`config.mk`:
```
export PLATFORM = sky130hd
export DESIGN_NAME = mult_lane_pipe_flat
export DESIGN_NICKNAME = d
export VERILOG_FILES = /design/src/rtl/mult_lane_pipe_if.sv /design/src/rtl/mult_lane_pipe.sv /design/src/flat_wrapper.sv
export SDC_FILE = /design/constraint.sdc
export NUM_CORES = 1
export LEC_CHECK = 0
export ABC_AREA = 1
export CAP_MARGIN = 15
export CORE_UTILIZATION = 55
export CTS_CLUSTER_DIAMETER = 150
export DETAILED_ROUTE_END_ITERATION = 16
export PLACE_DENSITY = 0.78
export SYNTH_ARGS = -nofsm -noshare
export SYNTH_HDL_FRONTEND = slang
export SYNTH_HIERARCHICAL = 1
export SYNTH_SLANG_ARGS = --single-unit
```
`constraint.sdc`:
```
create_clock -name i_clk -period 4.1 [get_ports i_clk]
set_input_delay 0.82 -clock i_clk [delete_from_list [all_inputs] [get_ports i_clk]]
set_output_delay 0.82 -clock i_clk [all_outputs]
set_load 0.02 [all_outputs]
```
`src/rtl/mult_lane_pipe_if.sv`:
```
// Operand/result bus of the multi-lane MAC pipeline: operand beat in (valid/ready/last),
// accumulated packet result out (valid/ready), plus status flags.
interface mult_lane_pipe_if #(
    parameter int BIT_WIDTH = 8,
    parameter int N_LANES   = 4,
    parameter int ACC_WIDTH = 2*BIT_WIDTH+8
);
    logic                           i_valid;
    logic                           o_ready;
    logic                           i_last;
    logic [N_LANES*BIT_WIDTH-1:0]   i_weight;
    logic [N_LANES*BIT_WIDTH-1:0]   i_feature;
    logic                           o_valid;
    logic                           i_ready;
    logic [N_LANES*ACC_WIDTH-1:0]   o_acc;
    logic                           o_start;
    logic                           o_busy;
    logic                           o_init;

    modport slave (
        input  i_valid, i_last, i_weight, i_feature, i_ready,
        output o_ready, o_valid, o_acc, o_start, o_busy, o_init
    );

    modport master (
        output i_valid, i_last, i_weight, i_feature, i_ready,
        input  o_ready, o_valid, o_acc, o_start, o_busy, o_init
    );
endinterface

```
`src/rtl/mult_lane_pipe.sv`:
```
// Multi-lane multiply-accumulate pipeline; per-packet sums, one result beat per packet.
// MULT_SIGNED_EN selects two's-complement operands with sign-extended products.
module mult_lane_pipe_lane #(
    parameter int BIT_WIDTH   = 8,
    parameter int PIPE_STAGES = 2,
    parameter int ACC_WIDTH   = 2*BIT_WIDTH+8
) (
    input  logic                 i_clk,
    input  logic                 i_rst_n,
    input  logic                 ld,
    input  logic                 adv,
    input  logic                 acc_en,
    input  logic                 first,
    input  logic                 last,
    input  logic [BIT_WIDTH-1:0] w,
    input  logic [BIT_WIDTH-1:0] f,
    output logic [ACC_WIDTH-1:0] res
);
    localparam int PW = 2*BIT_WIDTH;

    typedef struct packed {
        logic [BIT_WIDTH-1:0] w;
        logic [BIT_WIDTH-1:0] f;
    } op_t;

    op_t                  op_q;
    logic [PW-1:0]        prod_c;
    logic [PW-1:0]        prod_out;
    logic [ACC_WIDTH-1:0] ext;
    logic [ACC_WIDTH-1:0] acc;
    logic [ACC_WIDTH-1:0] acc_nxt;

    always_ff @(posedge i_clk or negedge i_rst_n) begin
        if (!i_rst_n)
            op_q <= '0;
        else if (ld)
            op_q <= '{w: w, f: f};
    end

`ifdef MULT_SIGNED_EN
    logic signed [PW-1:0] ws;
    logic signed [PW-1:0] fs;
    assign ws     = {{BIT_WIDTH{op_q.w[BIT_WIDTH-1]}}, op_q.w};
    assign fs     = {{BIT_WIDTH{op_q.f[BIT_WIDTH-1]}}, op_q.f};
    assign prod_c = ws * fs;
    assign ext    = {{(ACC_WIDTH-PW){prod_out[PW-1]}}, prod_out};
`else
    assign prod_c = {{BIT_WIDTH{1'b0}}, op_q.w} * {{BIT_WIDTH{1'b0}}, op_q.f};
    assign ext    = {{(ACC_WIDTH-PW){1'b0}}, prod_out};
`endif

    // Stage 1 holds operands; the remaining PIPE_STAGES-1 stages carry the product.
    if (PIPE_STAGES > 1) begin : g_pipe
        logic [PIPE_STAGES-2:0][PW-1:0] prod_q;
        always_ff @(posedge i_clk or negedge i_rst_n) begin
            if (!i_rst_n) begin
                prod_q <= '0;
            end else if (adv) begin
                prod_q[0] <= prod_c;
                for (int k = 1; k < PIPE_STAGES-1; k++)
                    prod_q[k] <= prod_q[k-1];
            end
        end
        assign prod_out = prod_q[PIPE_STAGES-2];
    end else begin : g_nopipe
        assign prod_out = prod_c;
    end

    assign acc_nxt = (first ? '0 : acc) + ext;

    always_ff @(posedge i_clk or negedge i_rst_n) begin
        if (!i_rst_n) begin
            acc <= '0;
            res <= '0;
        end else if (acc_en) begin
            acc <= acc_nxt;
            if (last)
                res <= acc_nxt;
        end
    end
endmodule

module mult_lane_pipe #(
    parameter int BIT_WIDTH   = 8,
    parameter int N_LANES     = 4,
    parameter int PIPE_STAGES = 2,
    parameter int ACC_WIDTH   = 2*BIT_WIDTH+8
) (
    input  logic            i_clk,
    input  logic            i_rst_n,
    mult_lane_pipe_if.slave bus
);
    logic                                stall;
    logic                                accept;
    logic                                acc_en;
    logic                                res_ld;
    logic [PIPE_STAGES:1]                vld_pipe;
    logic [PIPE_STAGES:1]                lst_pipe;
    logic                                first;
    logic                                in_first;
    logic                                out_vld;
    logic                                start_q;
    logic                                init_q;
    logic [N_LANES-1:0][BIT_WIDTH-1:0]   w_v;
    logic [N_LANES-1:0][BIT_WIDTH-1:0]   f_v;
    logic [N_LANES-1:0][ACC_WIDTH-1:0]   acc_v;

    assign w_v    = bus.i_weight;
    assign f_v    = bus.i_feature;
    assign stall  = out_vld & ~bus.i_ready;
    assign accept = bus.i_valid & ~stall;
    assign acc_en = vld_pipe[PIPE_STAGES] & ~stall;
    assign res_ld = acc_en & lst_pipe[PIPE_STAGES];

    always_ff @(posedge i_clk or negedge i_rst_n) begin
        if (!i_rst_n) begin
            vld_pipe <= '0;
            lst_pipe <= '0;
        end else if (!stall) begin
            vld_pipe[1] <= accept;
            lst_pipe[1] <= accept & bus.i_last;
            for (int k = 2; k <= PIPE_STAGES; k++) begin
                vld_pipe[k] <= vld_pipe[k-1];
                lst_pipe[k] <= lst_pipe[k-1];
            end
        end
    end

    // first tracks the accumulator side, in_first the input side (for o_start).
    always_ff @(posedge i_clk or negedge i_rst_n) begin
        if (!i_rst_n) begin
            first    <= 1'b1;
            in_first <= 1'b1;
            out_vld  <= 1'b0;
            start_q  <= 1'b0;
            init_q   <= 1'b1;
        end else begin
            start_q <= accept & in_first;
            if (accept)
                in_first <= bus.i_last;
            if (acc_en)
                first <= lst_pipe[PIPE_STAGES];
            if (res_ld) begin
                out_vld <= 1'b1;
                init_q  <= 1'b0;
            end else if (out_vld && bus.i_ready) begin
                out_vld <= 1'b0;
            end
        end
    end

    for (genvar l = 0; l < N_LANES; l++) begin : g_lane
        mult_lane_pipe_lane #(
            .BIT_WIDTH   (BIT_WIDTH),
            .PIPE_STAGES (PIPE_STAGES),
            .ACC_WIDTH   (ACC_WIDTH)
        ) u_lane (
            .i_clk   (i_clk),
            .i_rst_n (i_rst_n),
            .ld      (accept),
            .adv     (~stall),
            .acc_en  (acc_en),
            .first   (first),
            .last    (lst_pipe[PIPE_STAGES]),
            .w       (w_v[l]),
            .f       (f_v[l]),
            .res     (acc_v[l])
        );
    end

    assign bus.o_ready = ~stall;
    assign bus.o_valid = out_vld;
    assign bus.o_acc   = acc_v;
    assign bus.o_start = start_q;
    assign bus.o_busy  = (|vld_pipe) | ~first;
    assign bus.o_init  = init_q;
endmodule

```
`src/flat_wrapper.sv`:
```
// flat-port wrapper written by rule: the top's interface ports become plain ports
module mult_lane_pipe_flat 
#(
    parameter int BIT_WIDTH   = 8,
    parameter int N_LANES     = 4,
    parameter int PIPE_STAGES = 2,
    parameter int ACC_WIDTH   = 2*BIT_WIDTH+8
)
  (i_clk, i_rst_n, bus_i_valid, bus_i_last, bus_i_weight, bus_i_feature, bus_i_ready, bus_o_ready, bus_o_valid, bus_o_acc, bus_o_start, bus_o_busy, bus_o_init);
  mult_lane_pipe_if #(.BIT_WIDTH(BIT_WIDTH), .N_LANES(N_LANES), .ACC_WIDTH(ACC_WIDTH)) bus_i ();
  input  logic i_clk;
  input  logic i_rst_n;
  input wire logic [$bits(bus_i.i_valid)-1:0] bus_i_valid;
  input wire logic [$bits(bus_i.i_last)-1:0] bus_i_last;
  input wire logic [$bits(bus_i.i_weight)-1:0] bus_i_weight;
  input wire logic [$bits(bus_i.i_feature)-1:0] bus_i_feature;
  input wire logic [$bits(bus_i.i_ready)-1:0] bus_i_ready;
  output wire logic [$bits(bus_i.o_ready)-1:0] bus_o_ready;
  output wire logic [$bits(bus_i.o_valid)-1:0] bus_o_valid;
  output wire logic [$bits(bus_i.o_acc)-1:0] bus_o_acc;
  output wire logic [$bits(bus_i.o_start)-1:0] bus_o_start;
  output wire logic [$bits(bus_i.o_busy)-1:0] bus_o_busy;
  output wire logic [$bits(bus_i.o_init)-1:0] bus_o_init;
  assign bus_i.i_valid = bus_i_valid;
  assign bus_i.i_last = bus_i_last;
  assign bus_i.i_weight = bus_i_weight;
  assign bus_i.i_feature = bus_i_feature;
  assign bus_i.i_ready = bus_i_ready;
  assign bus_o_ready = bus_i.o_ready;
  assign bus_o_valid = bus_i.o_valid;
  assign bus_o_acc = bus_i.o_acc;
  assign bus_o_start = bus_i.o_start;
  assign bus_o_busy = bus_i.o_busy;
  assign bus_o_init = bus_i.o_init;
  mult_lane_pipe #(.BIT_WIDTH(BIT_WIDTH), .N_LANES(N_LANES), .PIPE_STAGES(PIPE_STAGES), .ACC_WIDTH(ACC_WIDTH)) u_core (.i_clk(i_clk), .i_rst_n(i_rst_n), .bus(bus_i));
endmodule
```
==> metrics.cfg, run 1 <==
[yosys]
synthTopCellsByArea=dfrtp_1 (30%), nand2_1 (17%), fa_1 (11%), inv_1 (10%), ha_1 (9.5%)
synth-edff-count=0
syn_nets=4184
synth.most_common_cell=nand2_1
synth_xor_area_share_pct=1.656
syn_area_mm2=0.02750
synth_commonest_cells=nand2_1 (1,212), inv_1 (755), dfrtp_1 (326)
ys_seq_area_share_pct=29.96
ys_seq_elements=329
ys_types=47
synth_top_area_share_pct=29.67
async_reset_ff_share_pct=100.0
synthAdderAreaFrac_pct=20.24
yosysTopAreaCell=dfrtp_1
syn_area_per_cell_um2=7.314
synth_top_family_by_area=simple AND/OR/NAND/NOR gates
synthSimpleGateAreaFrac_pct=27.83
synth_cells=3759
synthMuxAreaShare_pct=2.294
synth_ff_type=dfrtp_1
synth_warnings=6
synth_compound_area_share_pct=5.274

[route]
ant_nets=0
drt_iter0_markers=1513
routed_wl_um=65890
avgViaCountPerCell=5.088
drt-wirelength-per-cell_um=14.29
num_vias=23460
route.detailed.drc=0
drt_pre_antenna_iters=5

[power]
peakVddDrop_mv=0.5724
comb_power_share_pct=68.6
pwr-share-seq_pct=19.0
pwr-share-clk_pct=12.4
p_per_area_mw_per_mm2=883.7
total_power_mw=27.91
cellLeakagePower_nw=17.90
p_sw_mw=13.97
internal_power_mw=13.94
switching_share_pct=50.04

[cells_and_area]
drive_gt1_share_pct=9.045
area.sequential_mm2=0.008278
post-route-util_pct=64.26
fillCellCount=4370
area_growth_pct=14.88
fin_nets=4346
multiInputGateArea_mm2=0.01595
layout.cells.non_filler=4612

[floorplan]
die_w_um=225.6
rows=81
start_util_pct=55.94
die_h_um=225.6
core_area_mm2=0.04915
pin_count=170
dieArea_mm2=0.05089

[global_route]
grt_max_degree=83
grt_pass1_vias=22240
antenna_found_initial=2
grt_use_total_pct=26.27
overflow=0
grt_first_pass_wirelength_um=108300

[setup_path]
required_ns=4.56
timing.rr.start=u_core/g_lane[0].u_lane/op_q[10]
crit_path_top_delay_cell=fa_1
r2r-end=u_core/g_lane[0].u_lane/g_pipe.prod_q[13]
cp_max_fo=4
path_buf_inv=4
crit_type=reg -> reg
cp_top_family=adder cells
crit_top_cell=fa_1
max_stage_delay_ns=0.55
rrSetupSlack_ns=0.11
startpoint_type=flop
crit_arrival_ns=4.44
crit_path_end_kind=flop
cp_cell_sequence=buf_6, nand2_1, fa_1, fa_1, inv_1, fa_1, inv_1, fa_1, inv_1, ha_4, nand2_2, nor2_2, nand3_1, nand3_1, nand2_1, a31oi_1
ff2ff_path_depth=16

[clock_tree]
h-tree-depth=2
clock_latency_ns=0.56
clk_path_buf_depth=3
cts_made_buffers=39
clock-root-buffer=clkbuf_16
cts_hold_buf=0
clk_pin_slew_ns=0.05
cts_tree=built
cts.sinks=329

[status]
status=completed

[worst_hold_path]
hold_class=in -> async

[sta]
setup_viol=0
finalClockSkew_ns=0.01239
period_share_pct=97.20
worst_pin_slew_ns=0.7783
hold_viol=0
slew_viol_final=0
fmax_ghz=0.2509
slew_headroom_pct=48.05
fin_crit_ns=3.985

[placed_design]
hpwlAfterDp_um=51450
dp_cells=4523
gp_congestion=0.9683
io_buffers=169

[job]
maxCapViolCount=0

-- registers in the layout, summed over array words and instances, names as in the netlist --
register and flops:
u_core/bus.o_init 1, u_core/g_lane.u_lane/op_q 64, u_core/g_lane.u_lane/g_pipe.prod_q 64, u_core/first 1
u_core/in_first 1, u_core/vld_pipe 2, u_core/bus.o_valid 1, u_core/lst_pipe 2
u_core/g_lane.u_lane/acc 96, u_core/bus.o_start 1, u_core/g_lane.u_lane/res 96
-- layout by cell type, fill, tap and decap left out, drive strengths merged, types with 2 or more instances in the layout --
master,Yosys,routed
or2,19,19
bufinv,0,2
nand4,33,33
nor2,208,208
dfstp,3,3
clkdlybuf4s50,0,168
nor4,7,7
o21bai,6,6
o31ai,4,4
nor3,19,19
fa,148,148
xnor2,38,38
inv,764,763
a21oi,75,75
a31oi,22,22
clkinv,4,9
xor2,14,14
mux2,56,56
nand3b,23,23
o22ai,4,4
o21ai,165,165
clkinvlp,0,5
dfrtp,326,326
nand3,250,250
clkbuf,99,56
and2,2,2
ha,208,208
buf,26,78
nand2,1233,1233
-- power groups by stage --
| stage | clock network (mW) | registers [mW] | logic (mW) |
|---|---|---|---|
| after CTS | 3.54 | 5.32 | 18.1 |
| final | 3.45 | 5.32 | 19.1 |
| after detailed placement | 0 | 5.35 | 18.0 |
| after global placement | 0 | 5.32 | 17.7 |
| after floorplan | 0 | 5.36 | 13.3 |
| after global routing | 3.67 | 5.45 | 21.8 |
-- stage by stage --
stage / area (µm²) / hold WS, ns / TNS, ns / worst slack (ns)
CTS: 31190 / 0.2619 / 0 / 0.02707
detailed placement: 29940 / 0.4423 / 0 / 0.01725
global placement: 29940 / 0.4429 / 0 / 0.07749
finish: 31590 / 0.2359 / 0 / 0.1150
floorplan: 27500 / 0.4437 / 0 / 0.1536
global route: 31590 / 0.2970 / -0.1688 / -0.04329
-- area by class of cell --
| cell class | instances | area share (%) |
|---|---|---|
| well taps | 664 | 2.630 |
| multi-input cells | 2537 | 50.50 |
| flip-flops and latches | 329 | 26.21 |
| diodes | 1 | 0.007923 |
| repair buffers | 246 | 7.491 |
| clock buffers | 56 | 3.585 |
| clock inverters | 11 | 0.3724 |
| inverters | 768 | 9.202 |
-- kinds of logic after synthesis --
group	after synthesis
AOI/OAI and AO/OA	277
xor gates and xnor gates	52
adders and majority gates	356
buffers and inverters	893
DFF	329
muxes	56
and+or+nand+nor	1796
-- how the worst max path moves through the flow --
stage	from	to	cells past startpoint
final	u_core/g_lane[0].u_lane/op_q[10]	u_core/g_lane[0].u_lane/g_pipe.prod_q[13]	16
after global routing	u_core/g_lane[0].u_lane/op_q[10]	u_core/g_lane[0].u_lane/g_pipe.prod_q[9]	15
after CTS	u_core/g_lane[0].u_lane/op_q[4]	u_core/g_lane[0].u_lane/g_pipe.prod_q[11]	15
after detailed placement	u_core/g_lane[1].u_lane/op_q[9]	u_core/g_lane[1].u_lane/g_pipe.prod_q[9]	14
after global placement	u_core/g_lane[1].u_lane/op_q[6]	u_core/g_lane[1].u_lane/g_pipe.prod_q[9]	14
after floorplan	u_core/g_lane[0].u_lane/op_q[10]	u_core/g_lane[0].u_lane/g_pipe.prod_q[11]	16
-- layer usage --
metal	vias to the layer above	track usage, %	share of wire [%]
met5	-	0	0.014
met4	2	8.624	2.8
met3	107	3.071	4.9
met2	583	43.26	46
met1	10960	36.03	46
li1	11810	-	-
-- repair_timing --
action,CTS,global route
pin swaps,1,7
endpoints found under the setup margin,3,32
buffers inserted,0,21
gates cloned,0,0
resized for setup,5,77
hold endpoints to repair,0,0
(Power assumes the default switching activity.)
==> inputs of run 2 (changes only) <==
--- a/config.mk
+++ b/config.mk
@@ -5,10 +5,10 @@
 export SDC_FILE = /design/constraint.sdc
 export NUM_CORES = 1
 export LEC_CHECK = 0
-export ABC_AREA = 1
 export CAP_MARGIN = 15
 export CORE_UTILIZATION = 55
 export CTS_CLUSTER_DIAMETER = 150
+export CTS_CLUSTER_SIZE = 12
 export DETAILED_ROUTE_END_ITERATION = 16
 export PLACE_DENSITY = 0.78
 export SYNTH_ARGS = -nofsm -noshare
==> run 2 against run 1 <==
- the flow now finishes with violations (setup timing)
- core utilization is 3.6 points higher
- global-route usage is 0.49 points lower
- clock skew is 0.017 ns higher
- area after synthesis is 6.6% lower
- cell area is 1.8% lower
- final cell count is 24% lower
- sequential share of layout area is 0.51 points higher
- wire length is 7.6% lower
- count of clock-buffer cells in the layout is 10 lower
- highest routed layer is now met4
==> metrics.cfg, run 2 <==
[status]
status=finished with violations
failed_checks=setup timing

[yosys]
syn_area_per_cell_um2=10.00
synth_top_area_share_pct=31.77
syn_nets=2992
synth_ff_type=dfrtp_1
synth-edff-count=0
async_reset_ff_share_pct=100.0
synth_cells=2567
ys_types=107
synth_commonest_cells=dfrtp_1 (326), nand2_1 (255), inv_1 (238)
ys_seq_elements=329
ys_seq_area_share_pct=32.08
synth.most_common_cell=dfrtp_1
syn_area_mm2=0.02568
synthTopCellsByArea=dfrtp_1 (32%), fa_1 (12%), ha_1 (10%), mux2_2 (8.6%), and2_1 (4.8%)
synth_warnings=6
yosysTopAreaCell=dfrtp_1

[floorplan]
core_area_mm2=0.04567
rows=78
die_h_um=218.1
pin_count=170
start_util_pct=56.22
die_w_um=218.1
dieArea_mm2=0.04755

[cells_and_area]
fin_nets=3317
reg.largest.list=u_core/g_lane.u_lane/acc x96, u_core/g_lane.u_lane/res x96
area_growth_pct=20.79
drive_gt1_share_pct=23.19
layout.cells.non_filler=3507
post-route-util_pct=67.90
final_common_cell=dfrtp_1
antenna_cells=0
fillCellCount=3403
area.sequential_mm2=0.008285
multiInputGateArea_mm2=0.01695
final_cell_mix=dfrtp_1 (290), nand2_1 (243), inv_1 (221)

[clock_tree]
clock-root-buffer=clkbuf_16
clock_latency_ns=0.61
cts_tree=built
h-tree-depth=1
cts.sinks=329
clk_pin_slew_ns=0.07
clk_path_buf_depth=3
cts_made_buffers=31

[route]
drt_pre_antenna_iters=7
met2_length_um=30490
routed_wl_um=60850
route.detailed.drc=0
wl_met1_um=26930
ant_nets=0
top_layer=met4
drt_iter0_markers=1017
wl_met3_um=2162
drt-wirelength-per-cell_um=17.35
avgViaCountPerCell=5.597
num_vias=19630

[sta]
worst_slack_ns=-0.2274
finalClockSkew_ns=0.02900
period_share_pct=105.5
slew_headroom_pct=32.22
fmax_ghz=0.2311
whs_ns=0.2062
worst_pin_slew_ns=1.014
rsz0062_at_grt=yes
slew_viol_final=0
setup_viol=16
hold_viol=0
tns_ns=-1.592
fin_crit_ns=4.327

[placed_design]
gp_congestion=0.8893
dp_cells=3429
io_buffers=169
hpwlAfterDp_um=45790

[worst_hold_path]
hold_class=in -> async

[job]
maxCapViolCount=0

[global_route]
antenna_found_initial=0
grt_use_total_pct=25.78
overflow=0
grt_first_pass_wirelength_um=100800
grt_max_degree=93
grt_pass1_vias=20370

[setup_path]
startpoint_type=flop
required_ns=4.59
crit_type=reg -> reg
crit_path_end_kind=flop
rrSetupSlack_ns=-0.23
crit_arrival_ns=4.82
cp_max_fo=8

## run 2: changes by cell type after synthesis, moves of 83 or more
cell	previous run	this run
nand2_1	1212	255
inv_1	755	238
nand3_1	229	33
and2_1	2	196
mux2_2	56	196
nor2_1	185	98
nor2b_1	0	83
## run 2: cell type report
| class | count | share of cell area, % |
|---|---|---|
| multi-input cells | 1928 | 54.66 |
| well taps | 600 | 2.421 |
| repair buffers | 361 | 10.52 |
| flip-flops and latches | 329 | 26.71 |
| clock buffers | 46 | 2.683 |
| clock inverters | 2 | 0.09279 |
| inverters | 241 | 2.917 |
## run 2: cell families (layout without fill, tap and decap cells)
family | count (synthesis) | count (layout) | share of synthesized area, %
DFF | 329 | 329 | 32.08
xor gates and xnor gates | 99 | 99 | 3.377
buffers and inverters | 310 | 650 | 4.790
muxes | 218 | 218 | 9.493
adders and majority gates | 356 | 356 | 21.68
and+or+nand+nor | 804 | 804 | 16.29
AOI/OAI and AO/OA | 451 | 451 | 12.30
## run 2: through the flow
stage | worst slack, ns | area, µm²
6_report | -0.2274 | 31010
5_1_grt | -0.3324 | 31010
4_1_cts | -0.1824 | 30580
3_5_place_dp | -0.2803 | 29240
3_3_place_gp | -0.2074 | 29240
2_1_floorplan | -0.07409 | 25820
## run 2: critical path, stage by stage (launching register included)
cell and delay [ns]:
dfrtp_2 0.46, and2_4 0.18, fa_1 0.57, fa_2 0.47, fa_1 0.52, inv_1 0.06
fa_1 0.53, inv_2 0.06, ha_4 0.15, or4_4 0.41, o22ai_2 0.18, a2bb2oi_2 0.18
and2_4 0.16, xnor2_1 0.05, mux2_2 0.25
## run 2: metal layers
metal / GRT usage [%] / up-vias
met5: 0 / -
met4: 6.084 / 0
met3: 2.497 / 96
met2: 45.57 / 430
met1: 33.96 / 9720
li1: - / 9384
## run 2: what timing repair did
action / CTS / global route
setup buffers: 21 / 12
gates resized for setup: 105 / 99
gates cloned: 0 / 0
pin swaps: 58 / 67
hold buffers: 0 / 0
endpoints found under the setup margin: 25 / 30
## run 2: final timing paths
path | to | from | cells after the start
max in group asynchronous | u_core/g_lane[2].u_lane/op_q[11] | i_rst_n | 2
worst max register to register | u_core/g_lane[0].u_lane/g_pipe.prod_q[12] | u_core/g_lane[0].u_lane/op_q[3] | 14
min in group i_clk | u_core/g_lane[3].u_lane/res[13] | u_core/g_lane[3].u_lane/res[13] | 2
worst min register to register | u_core/g_lane[3].u_lane/res[13] | u_core/g_lane[3].u_lane/res[13] | 2
worst max-delay path | u_core/g_lane[0].u_lane/g_pipe.prod_q[12] | u_core/g_lane[0].u_lane/op_q[3] | 14
worst min-delay path | u_core/g_lane[3].u_lane/op_q[5] | i_rst_n | 1
Power of run 2 is left out: the tool's default activity adds up to more than one toggle a clock period on the data nets, which glitch-free logic cannot reach.
